<file path="src/rtl/addr_sequencer.sv">
// addr_sequencer: start/stride/count address walker on a valid/ready stream with last, busy and done.
// Define ADDR_SEQ_WRAP_EN to add cfg_wrap_limit and restart from the start address past the limit.
module addr_sequencer #(
  parameter int ADDR_W   = 32,
  parameter int CNT_W    = 16,
  parameter int STRIDE_W = 8
) (
  input  logic                clk,
  input  logic                rst,
  input  logic [ADDR_W-1:0]   cfg_start_addr,
  input  logic [STRIDE_W-1:0] cfg_stride,
  input  logic [CNT_W-1:0]    cfg_count,
`ifdef ADDR_SEQ_WRAP_EN
  input  logic [ADDR_W-1:0]   cfg_wrap_limit,
`endif
  input  logic                cfg_valid,
  output logic                cfg_ready,
  output logic [ADDR_W-1:0]   addr_out,
  output logic                addr_valid,
  input  logic                addr_ready,
  output logic                addr_last,
  output logic                busy,
  output logic                done
);
  localparam logic [0:0] IDLE = 1'b0;
  localparam logic [0:0] RUN  = 1'b1;
  logic [0:0]          state;
  logic [CNT_W-1:0]    remaining;
  logic [STRIDE_W-1:0] stride_q;
  logic [ADDR_W:0]     sum;
  logic [ADDR_W-1:0]   next_addr;
  logic                cfg_hs, addr_hs, final_hs;
  assign cfg_hs    = cfg_valid && cfg_ready;
  assign addr_hs   = addr_valid && addr_ready;
  assign final_hs  = addr_hs && remaining == CNT_W'(1);
  assign sum       = {1'b0, addr_out} + (ADDR_W+1)'(stride_q);
  assign addr_last = addr_valid && remaining == CNT_W'(1);
  assign busy      = state == RUN;
`ifdef ADDR_SEQ_WRAP_EN
  logic [ADDR_W-1:0] start_q, limit_q;
  // the compare is one bit wider so a carry out of the adder also counts as passing the limit
  assign next_addr = sum > {1'b0, limit_q} ? start_q : sum[ADDR_W-1:0];
  always_ff @(posedge clk or posedge rst)
    if (rst) begin
      start_q <= '0;
      limit_q <= '0;
    end else if (cfg_hs) begin
      start_q <= cfg_start_addr;
      limit_q <= cfg_wrap_limit;
    end
`else
  assign next_addr = sum[ADDR_W-1:0];
`endif
  always_ff @(posedge clk or posedge rst)
    if (rst) begin
      state      <= IDLE;
      addr_out   <= '0;
      addr_valid <= 1'b0;
      remaining  <= '0;
      stride_q   <= '0;
      done       <= 1'b0;
      cfg_ready  <= 1'b0;
    end else begin
      done <= (cfg_hs && cfg_count == '0) || final_hs;
      if (cfg_hs && cfg_count != '0) begin
        state      <= RUN;
        addr_out   <= cfg_start_addr;
        addr_valid <= 1'b1;
        remaining  <= cfg_count;
        stride_q   <= cfg_stride;
        cfg_ready  <= 1'b0;
      end else if (final_hs) begin
        state      <= IDLE;
        addr_valid <= 1'b0;
        remaining  <= '0;
        cfg_ready  <= 1'b1;
      end else if (addr_hs) begin
        addr_out  <= next_addr;
        remaining <= remaining - CNT_W'(1);
      end else if (state == IDLE) begin
        cfg_ready <= 1'b1;
      end
    end
endmodule

</file>
<file path="config.mk">
export PLATFORM = sky130hd
export DESIGN_NAME = addr_sequencer
export DESIGN_NICKNAME = d
export VERILOG_FILES = /design/src/rtl/addr_sequencer.sv
export SDC_FILE = /design/constraint.sdc
export NUM_CORES = 1
export LEC_CHECK = 0
export CAP_MARGIN = 10
export CORE_MARGIN = 3
export CORE_UTILIZATION = 40
export CTS_CLUSTER_SIZE = 20
export DETAILED_ROUTE_END_ITERATION = 10
export GPL_ROUTABILITY_DRIVEN = 0
export PLACE_DENSITY_LB_ADDON = 0.15
export SETUP_SLACK_MARGIN = 0.05
export SYNTH_ARGS = -nofsm -noshare
export SYNTH_HDL_FRONTEND = slang
export SYNTH_SLANG_ARGS = --single-unit
</file>
<file path="constraint.sdc">
create_clock -name clk -period 3.4 [get_ports clk]
set_clock_uncertainty 0.1 [all_clocks]
set_input_delay 1.02 -clock clk [delete_from_list [all_inputs] [get_ports clk]]
set_output_delay 1.02 -clock clk [all_outputs]
set_load 0.05 [all_outputs]
</file>
==> results by group, run 1 <==
Synth
  – Synth async-reset ratio: 100%
  – Post-Syn Instances: around 450
  – Post-synth EDFFs: 0
  – Netlist area before placement: 3820 um^2
  – Syn nets: about 520
  – Yosys warnings: 0
  – Library cells used by synthesis: 60
  – Post-synthesis sequential area ratio: 38.7%
  – Yosys reg bits: 59
  – Top_reg_cell synth: dfrtp_1
  – Syn Area/Cell: 8.58 um^2

Clock network
  – Cts bufs inserted: 9
  – Clk slew on worst S/H paths: 0.07 ns
  – Root Driver: clkbuf_8
  – Hold_buf cts: 0
  – Post_cts resized: 1
  – Longest Clk Path Bufs: 2
  – Worst-Skew Late Latency: ~0.35 ns
  – # H-tree levels: 3
  – Clock sinks: 59
  – CTS tree: yes
  – Post-CTS Repair Setup Buffers: 0

Hold path
  – Worst min path class: register to register
  – Hold Crit Start: stride_q[4]

Status
  – Status: finished, final reports clean

STA
  – Final period utilization: 95.7%
  – F_max: 307 MHz
  – Final critical-path required period: 3.26 ns
  – Hold Vio Cnt, Final: 0
  – Setup violations, final: 0
  – RSZ-0062 raised after global routing: false
  – Hold Slack: 0.390 ns
  – Slew headroom: between 50% and 60%
  – Slew Limit Fails: 0
  – Least-Margin Pin Slew: 0.719 ns
  – Final setup TNS: 0 ns

Detailed routing
  – Via density: about 5.7
  – DRC viols: 0
  – DR iter-0 viols: 146
  – Routed len/inst: 16.4 um
  – Total number of vias: 3,856
  – ANT nets after route: 0
  – 1st-pass router iterations: 4
  – Final WL: 11.1 mm

Critical path
  – Worst path cell trace: nor4_4, nand4_1, nor4b_2, and2_1, buf_12
  – Largest stage delay on the critical path: 0.44 ns
  – Critical R2R Launch: remaining[0]
  – Highest-delay cell along the critical path: dfrtp_1
  – Startpoint Class: register
  – Stages on worst setup path: 5
  – Critical Path End: addr_last
  – Worst reg-to-reg path cell count: 7
  – CP top delay family: simple AND/OR/NAND/NOR gates
  – WP buf/inv: 1
  – CP startpoint: remaining[10]
  – Worst setup EP type: output pin
  – Reg2Reg Setup Slack: approximately 0.87 ns
  – WP data arrival: roughly 2.1 ns
  – Critical path data required time: 2.28 ns
  – CP Max Fanout: 4
  – R2r endpoint: remaining[3]
  – Crit Path Category: register to output pin

Layout
  – FILL cells: 875
  – Diode count: 0
  – Register area: 1480 um^2
  – Multi-input gate area: 2150 um^2
  – Area Overhead vs Synth: 35.1%
  – Layout cells sized above 1: 10.0%
  – Nets: 614

Die
  – # rows: 35
  – Num ports: 97
  – Die width: 104 um
  – Initial Util: 41.3%
  – Die Height: ~100 um
  – Placeable Area: 9240 um^2
  – Die footprint: 10,700 um^2

GRT
  – GRT Overall Usage: 20.9%
  – Initial antenna violation count: 0
  – Pin count of the biggest net entering global routing: 39
  – Global-route wire length before repair: approximately 19 mm
  – GRT overflow: 0
  – Vias in the first global route: 3,740

Power
  – Static Leak: 0.00208 uW
  – Design Power: roughly 4700 uW
  – PwrDens: 910 nW/um^2
  – Worst vdd ir: 0.526 mV

Flow run
  – Max_cap viols: 0

Placement
  – Post-DP HPWL: between 8 and 9 mm
  – Port buffer count: 96
## how the worst min path moves through the flow
| stage | to | slack (ns) | cells after the start |
|---|---|---|---|
| 6_report | stride_q[4] | 0.39 | 2 |
| 3_3_place_gp | stride_q[0] | 0.37 | 2 |
| 2_1_floorplan | stride_q[0] | 0.35 | 2 |
| 3_5_place_dp | stride_q[0] | 0.37 | 2 |
| 4_1_cts | stride_q[4] | 0.39 | 2 |
| 5_1_grt | stride_q[3] | 0.40 | 2 |
## layer usage
layer | up-vias | global-route usage [%] | part of all wire [%]
met5 | - | 0 | 0
met4 | 0 | 5.70 | 1.2
met3 | 16 | 4.80 | 4.4
met2 | 101 | 34.5 | 49
met1 | 1870 | 27.6 | 45
li1 | 1869 | - | -
## placed cells by master, fill, tap and decap left out, types with 4 or more instances in the layout
cell	Yosys	routed
nor2_1	50	50
nand4_1	10	10
clkdlybuf4s50_1	0	95
and3_1	5	5
o21ai_0	23	23
and2_1	5	5
nor4_1	8	8
o31ai_1	17	17
a21oi_1	20	20
o21ai_1	4	4
nand3_1	10	10
nor3_1	13	13
inv_1	8	7
nand2_1	62	62
buf_4	3	18
or4_1	17	17
clkbuf_8	0	10
a311oi_1	4	4
or3_1	4	4
o21a_1	4	4
ha_1	10	10
dfrtp_1	59	59
a31oi_1	29	29
## through the flow
stage	area (um^2)	std cells	setup WS [ns]	utilization, %
2_1_floorplan	3820	445	0.529	-
3_3_place_gp	4960	661	0.281	53.6
3_5_place_dp	4960	661	0.227	53.6
4_1_cts	5160	677	0.138	55.8
5_1_grt	5160	677	0.0934	55.8
6_report	5160	677	0.145	55.8
## power by group
| group | switching [uW] | internal (uW) |
|---|---|---|
| Clock | 290 | 358 |
| Sequential | 406 | 1020 |
| Combinational | 1630 | 994 |
| Total | 2330 | 2370 |
## worst register-to-register path, delay by kind of cell (launching register included)
family          cells  cell delay, ns
simple gates        4            1.06
flops               1            0.53
compound gates      1            0.26
fa+ha+maj           1            0.25
buf+inv             1            0.20
## area by class of cell
type / count / area share, %
clock inverters: 4 / 0.970
well taps: 129 / 3.13
repair buffers: 116 / 22.2
multi-input cells: 349 / 41.7
flip-flops and latches: 59 / 28.6
inverters: 8 / 0.582
clock buffers: 12 / 2.81
## flip-flops by register name (all words and copies together) (netlist names)
name / cells
remaining: 16
addr_out: 32
stride_q: 8
cfg_ready: 1
done: 1
busy: 1
## kinds of logic (layout without fill, tap and decap cells)
kind of cell             count (synthesis)  in the layout  synth area share, %
AND/OR/NAND/NOR                        206            206                 29.1
multiplexers                             2              2                0.525
AO/OA/AOI/OAI                          125            125                 21.3
XOR/XNOR                                 5              5                 1.15
buffers and inverters                   37            140                 5.41
adder cells (fa/ha/maj)                 11             11                 3.80
flip-flops                              59             59                 38.7
## synth_stat cells, types with 6 or more instances
library cell / count / area (um^2)
nand2_1: 62 / 233
dfrtp_1: 59 / 1480
nor2_1: 50 / 188
a31oi_1: 29 / 181
o21ai_0: 23 / 115
a21oi_1: 20 / 100
o31ai_1: 17 / 128
or4_1: 17 / 128
buf_2: 15 / 75.1
nor3_1: 13 / 65.1
ha_1: 10 / 125
nand3_1: 10 / 50.1
nand4_1: 10 / 62.6
inv_1: 8 / 30.0
nor4_1: 8 / 50.1
clkbuf_1: 6 / 22.5
Power figures use the tool's default switching activity.
==> run 2: changes to the inputs <==
--- a/config.mk
+++ b/config.mk
@@ -6,11 +6,14 @@
 export NUM_CORES = 1
 export LEC_CHECK = 0
 export CAP_MARGIN = 10
+export CELL_PAD_IN_SITES_DETAIL_PLACEMENT = 1
+export CELL_PAD_IN_SITES_GLOBAL_PLACEMENT = 1
 export CORE_MARGIN = 3
-export CORE_UTILIZATION = 40
+export CORE_UTILIZATION = 37
 export CTS_CLUSTER_SIZE = 20
 export DETAILED_ROUTE_END_ITERATION = 10
 export GPL_ROUTABILITY_DRIVEN = 0
+export GPL_TIMING_DRIVEN = 0
 export PLACE_DENSITY_LB_ADDON = 0.15
 export SETUP_SLACK_MARGIN = 0.05
 export SYNTH_ARGS = -nofsm -noshare
==> results by group, run 2 (synthesis gave the netlist of run 1 again) <==
GRT
  – Initial antenna violation count: 0
  – Pin count of the biggest net entering global routing: 33
  – Vias in the first global route: 4,297
  – GRT Overall Usage: 24.6%
  – GRT overflow: 0
  – Global-route wire length before repair: 22.4 mm

Clock network
  – # H-tree levels: 3
  – Cts bufs inserted: 9
  – Clock sinks: 59
  – Longest Clk Path Bufs: 2
  – Clk slew on worst S/H paths: 0.07 ns
  – CTS tree: yes
  – Worst-Skew Late Latency: 0.34 ns
  – Root Driver: clkbuf_8
  – Hold_buf cts: 0

Detailed routing
  – Total number of vias: 4,075
  – DR iter-0 viols: 165
  – ANT nets after route: 0
  – WL met2: ~6.6 mm
  – Routed len/inst: 20.0 um
  – Final WL: 13.9 mm
  – 1st-pass router iterations: 4
  – Via density: 5.89
  – Max layer used: met4
  – Metal-1 WL: ~6.2 mm
  – DRC viols: 0
  – Met3 wire length: 837 um

Layout
  – Area Overhead vs Synth: 36.1%
  – Register area: 1480 um^2
  – Biggest register: addr_out
  – FILL cells: 1,200
  – Nets: 626
  – Largest regs: addr_out (32), remaining (16), stride_q (8)
  – Diode count: 0
  – Commonest non-fill, non-tap cell in the layout: clkdlybuf4s50_1
  – Commonest cells after routing, fill and taps aside: 95 x clkdlybuf4s50_1, 62 x nand2_1, 59 x dfrtp_1
  – Multi-input gate area: 2170 um^2
  – Layout cells sized above 1: between 10% and 20%
  – Max reg flops: 32
  – Finished Layout Cells: a little under 700

STA
  – Least-Margin Pin Slew: between 0.7 and 0.8 ns
  – Slew headroom: roughly 50%
  – Final critical-path required period: 3.28 ns
  – Hold Slack: ~0.39 ns
  – Setup violations, final: 0
  – Final setup TNS: 0 ns
  – Slew Limit Fails: 0
  – RSZ-0062 raised after global routing: false
  – Final period utilization: 96.3%
  – Final WS setup: ~0.12 ns
  – F_max: 305 MHz
  – Hold Vio Cnt, Final: 0

Flow run
  – Max_cap viols: 0

Critical path
  – Reg2Reg Setup Slack: 0.31 ns
  – CP startpoint: remaining[2]
  – Critical R2R Launch: addr_out[0]
  – WP data arrival: 2.16 ns
  – CP Max Fanout: 7
  – Startpoint Class: register
  – R2r endpoint: addr_out[20]
  – Worst setup EP type: output pin
  – Worst reg-to-reg path cell count: 9
  – Crit Path Category: register to output pin
  – Critical path data required time: ~2.3 ns

Die
  – Initial Util: between 30 and 40%
  – Placeable Area: 9910 um^2
  – Die footprint: ~12,000 um^2
  – # rows: 36
  – Die Height: ~110 um
  – Num ports: 97
  – Die width: approximately 110 um

Power
  – Internal Power: 2360 uW
  – Clk pwr share: 12.6%
  – Switching Share: 51.2%
  – PwrDens: around 930 nW/um^2
  – Worst vdd ir: 0.531 mV
  – Logic pwr share: 58.3%
  – Static Leak: 0.00209 uW
  – Design Power: 4840 uW
  – Switch Pwr: between 2000 and 2500 uW
  – Flop pwr share: about 29%

Status
  – Status: finished, final reports clean

Hold path
  – Worst min path class: register to register
  – Cells on Worst Hold Path: 2
  – Hold Crit Start: stride_q[3]
  – Worst Hold End: stride_q[3]

Placement
  – Port buffer count: 96
  – Placed Cells: 675
  – Pre-CTS setup slack: -0.339 ns
  – Post-DP HPWL: 10.2 mm
-- run 2: how the worst max path moves through the flow --
stage | end | cells after the start | slack, ns
floorplan | addr_last | 5 | 0.53
detailed placement | addr_last | 5 | -0.34
CTS | addr_last | 6 | 0.14
finish | addr_last | 6 | 0.12
global route | addr_last | 5 | 0.08
global placement | stride_q[4] | 2 | -0.49
-- run 2: metal layers --
metal / global-route usage [%] / vias to the layer above
met4: 7.21 / 0
met2: 38.7 / 144
li1: - / 1900
met1: 33.9 / 2009
met3: 5.40 / 22
met5: 0 / -
-- run 2: metrics by stage --
| step | instance area (um^2) | utilization [%] |
|---|---|---|
| floorplan | 3820 | - |
| global placement | 4940 | 49.9 |
| detailed placement | 4960 | 50.1 |
| CTS | 5170 | 52.2 |
| global route | 5190 | 52.4 |
| finish | 5190 | 52.4 |
-- run 2: critical path: stages (launching register included) --
cell and delay [ns]:
dfrtp_1 0.38, buf_6 0.14, nor4_4 0.33, nand4_1 0.20, nor4b_4 0.35, and2_1 0.17, buf_2 0.25
-- run 2: area by class of cell --
type                    count  area share (%)
flip-flops and latches     59            28.4
inverters                   8           0.578
clock inverters             2           0.193
well taps                 133            3.20
multi-input cells         349            41.9
clock buffers              13            3.25
repair buffers             99            19.1
plain buffers              29            3.40
-- run 2: power by group through the flow --
stage          sequential, uW  clock [uW]  combinational (uW)
2_1_floorplan            1890           0                1350
3_3_place_gp             1390           0                2720
3_5_place_dp             1410           0                2800
4_1_cts                  1400         623                2830
5_1_grt                  1460         655                3070
6_report                 1410         609                2830
-- run 2: timing repair --
item,in CTS,in global routing
pin swaps,2,0
endpoints found under the setup margin,3,4
gates resized for setup,8,3
setup buffers,2,0
==> run 3: changes to the inputs <==
--- a/config.mk
+++ b/config.mk
@@ -5,11 +5,12 @@
 export SDC_FILE = /design/constraint.sdc
 export NUM_CORES = 1
 export LEC_CHECK = 0
+export ABC_AREA = 1
 export CAP_MARGIN = 10
 export CELL_PAD_IN_SITES_DETAIL_PLACEMENT = 1
 export CELL_PAD_IN_SITES_GLOBAL_PLACEMENT = 1
 export CORE_MARGIN = 3
-export CORE_UTILIZATION = 37
+export CORE_UTILIZATION = 36
 export CTS_CLUSTER_SIZE = 20
 export DETAILED_ROUTE_END_ITERATION = 10
 export GPL_ROUTABILITY_DRIVEN = 0
==> results by group, run 3 <==
Layout
  – Layout cells sized above 1: 8.49%
  – Post-route cell area: a little under 6000 um^2
  – Commonest cells after routing, fill and taps aside: 280 x nand2_1, 95 x clkdlybuf4s50_1, 87 x nand3_1
  – FILL cells: 1,569
  – Commonest non-fill, non-tap cell in the layout: nand2_1
  – Register area: 1480 um^2
  – Nets: 859
  – Diode count: 0
  – Largest regs: addr_out (32), remaining (16), stride_q (8)
  – Multi-input gate area: around 2600 um^2
  – Area Overhead vs Synth: 32.0%
  – Biggest register: addr_out
  – Max reg flops: 32

Clock network
  – Clock sinks: 59
  – Clk slew on worst S/H paths: 0.05 ns
  – Root Driver: clkbuf_16
  – # H-tree levels: 3
  – Post-CTS Repair Setup Buffers: 0
  – Hold_buf cts: 0
  – Cts bufs inserted: 9
  – Post_cts resized: 1
  – CTS tree: yes
  – Longest Clk Path Bufs: 2
  – Worst-Skew Late Latency: between 0.3 and 0.4 ns

STA
  – Slew Limit Fails: 0
  – F_max: 316 MHz
  – Hold Vio Cnt, Final: 0
  – Final WS setup: 0.236 ns
  – Slew headroom: 64.7%
  – RSZ-0062 raised after global routing: false
  – Setup violations, final: 0
  – Final period utilization: 93.1%
  – Final critical-path required period: between 3 and 4 ns
  – Least-Margin Pin Slew: around 0.53 ns

Synth
  – Top-count cell post-synth: nand2_1
  – Top cells by area, synth: dfrtp_1 33%, nand2_1 24%, nand3_1 9.8%, inv_1 5.7%, nor2_1 5.2%
  – Synth async-reset ratio: 100%
  – Library cells used by synthesis: 35
  – Area share of the leading cell type in the synthesized netlist: 33.3%
  – Top cells by count, synth: 280 x nand2_1, 87 x nand3_1, 68 x inv_1
  – Post-synthesis mux area share: 0%
  – Yosys warnings: 0
  – Compound-cell area share of the yosys netlist: 5.55%
  – Area leader, netlist: dfrtp_1
  – Adder-cell share of the synthesized area: between 3 and 4%
  – Top_reg_cell synth: dfrtp_1
  – Post-synthesis sequential area ratio: 33.3%
  – Syn Area/Cell: 6.53 um^2
  – Main combinational cell family by area after synthesis: simple AND/OR/NAND/NOR gates
  – Post-synth EDFFs: 0
  – Yosys reg bits: 59
  – XOR/XNOR Fraction of Synth Area: 3.35%
  – Syn nets: 751
  – Netlist area before placement: 4440 um^2
  – Simple-gate share of the synthesized area: 45.6%
  – Post-Syn Instances: 680

Die
  – Placeable Area: 11,700 um^2
  – # rows: 39
  – Die width: about 120 um
  – Die footprint: 13,700 um^2
  – Die Height: 117 um
  – Initial Util: 37.9%
  – Num ports: 97

Critical path
  – WP data arrival: 2.04 ns
  – CP startpoint: remaining[1]
  – Critical path data required time: 2.28 ns
  – CP Max Fanout: 3
  – Reg2Reg Setup Slack: 1.20 ns
  – Startpoint Class: register
  – R2r endpoint: addr_out[20]
  – Critical R2R Launch: addr_out[0]
  – Crit Path Category: register to output pin
  – Worst setup EP type: output pin
  – Worst reg-to-reg path cell count: 10
  – Critical Path End: addr_last

GRT
  – GRT met3 Usage: approximately 2.8%
  – Grt met1 use: about 31%
  – Pin count of the biggest net entering global routing: 38
  – Vias in the first global route: 4,904
  – GRT Overall Usage: 23.4%
  – Met2 usage: 40.2%
  – Most used routing layer: met2
  – Global-route wire length before repair: approximately 25 mm
  – Initial antenna violation count: 0
  – GRT overflow: 0

Detailed routing
  – DR iter-0 viols: 253
  – Final WL: 15.3 mm
  – DRC viols: 0
  – Via density: 5.09
  – Routed len/inst: 16.5 um
  – ANT nets after route: 0
  – 1st-pass router iterations: 4
  – Total number of vias: about 4,700

Power
  – Worst vdd ir: 0.383 mV
  – Flop pwr share: 25.9%
  – Static Leak: between 0.002 and 0.003 uW
  – Internal Power: 2760 uW
  – Logic pwr share: about three fifths
  – Switch Pwr: roughly 3000 uW
  – Design Power: 5770 uW
  – PwrDens: 985 nW/um^2
  – Clk pwr share: approximately 14%
  – Switching Share: a little over half

Placement
  – Post-DP HPWL: ~12 mm
  – Placed Area: 5610 um^2
  – Port buffer count: 96
  – Pre-CTS setup slack: 0.280 ns

Status
  – Status: finished, final reports clean

Hold path
  – Worst min path class: register to register

Flow run
  – Max_cap viols: 0
==> run 3: worst min-delay path by stage <==
stage,start,end,slack (ns),depth (start not counted)
2_1_floorplan,stride_q[0],stride_q[0],0.35,2
3_3_place_gp,stride_q[2],stride_q[2],0.38,2
3_5_place_dp,stride_q[5],stride_q[5],0.39,2
4_1_cts,stride_q[5],stride_q[5],0.40,2
5_1_grt,stride_q[4],stride_q[4],0.43,2
6_report,stride_q[5],stride_q[5],0.40,2
==> run 3: worst max-delay path, stage by stage (launching register included) <==
cell           delay (ns)
dfrtp_1              0.38
inv_1                0.09
ha_1                 0.19
inv_1                0.06
nor2_1               0.10
nand4_1              0.12
nor4_2               0.20
dlygate4sd2_1        0.57
==> run 3: area by class of cell <==
type	count	area share (%)
multi-input combinational	532	43.9
sequential	59	25.2
timing repair buffer	97	16.7
inverter	74	4.78
clock buffer	12	4.38
tap	143	3.05
buffer	15	1.99
==> run 3: power groups by stage <==
| stage | logic, uW | registers [uW] | clock network, uW |
|---|---|---|---|
| floorplan | 1790 | 2030 | 0 |
| global placement | 3330 | 1480 | 0 |
| detailed placement | 3440 | 1490 | 0 |
| CTS | 3470 | 1490 | 842 |
| global route | 3790 | 1550 | 871 |
| finish | 3450 | 1500 | 829 |
==> run 3: per-layer routing <==
layer	vias to the layer above	part of all wire [%]
li1	2347	-
met1	2303	47
met2	81	49
met3	12	3.4
met4	0	1.3
met5	-	0
==> run 3: cell families (layout without fill, tap and decap cells) <==
group,Yosys count,in the layout
and+or+nand+nor,470,470
buffers and inverters,89,198
DFF,59,59
AOI/OAI and AO/OA,34,34
xor gates and xnor gates,17,17
adders and majority gates,11,11
==> run 3: per-stage QoR <==
step                util (%)  hold WS (ns)  setup TNS, ns  instances
floorplan                  -         0.353              0        680
global placement        47.7         0.379         -26.33        919
detailed placement      47.9         0.386              0        920
CTS                     50.0         0.400              0        932
global route            50.0         0.427              0        932
finish                  50.0         0.403              0        932
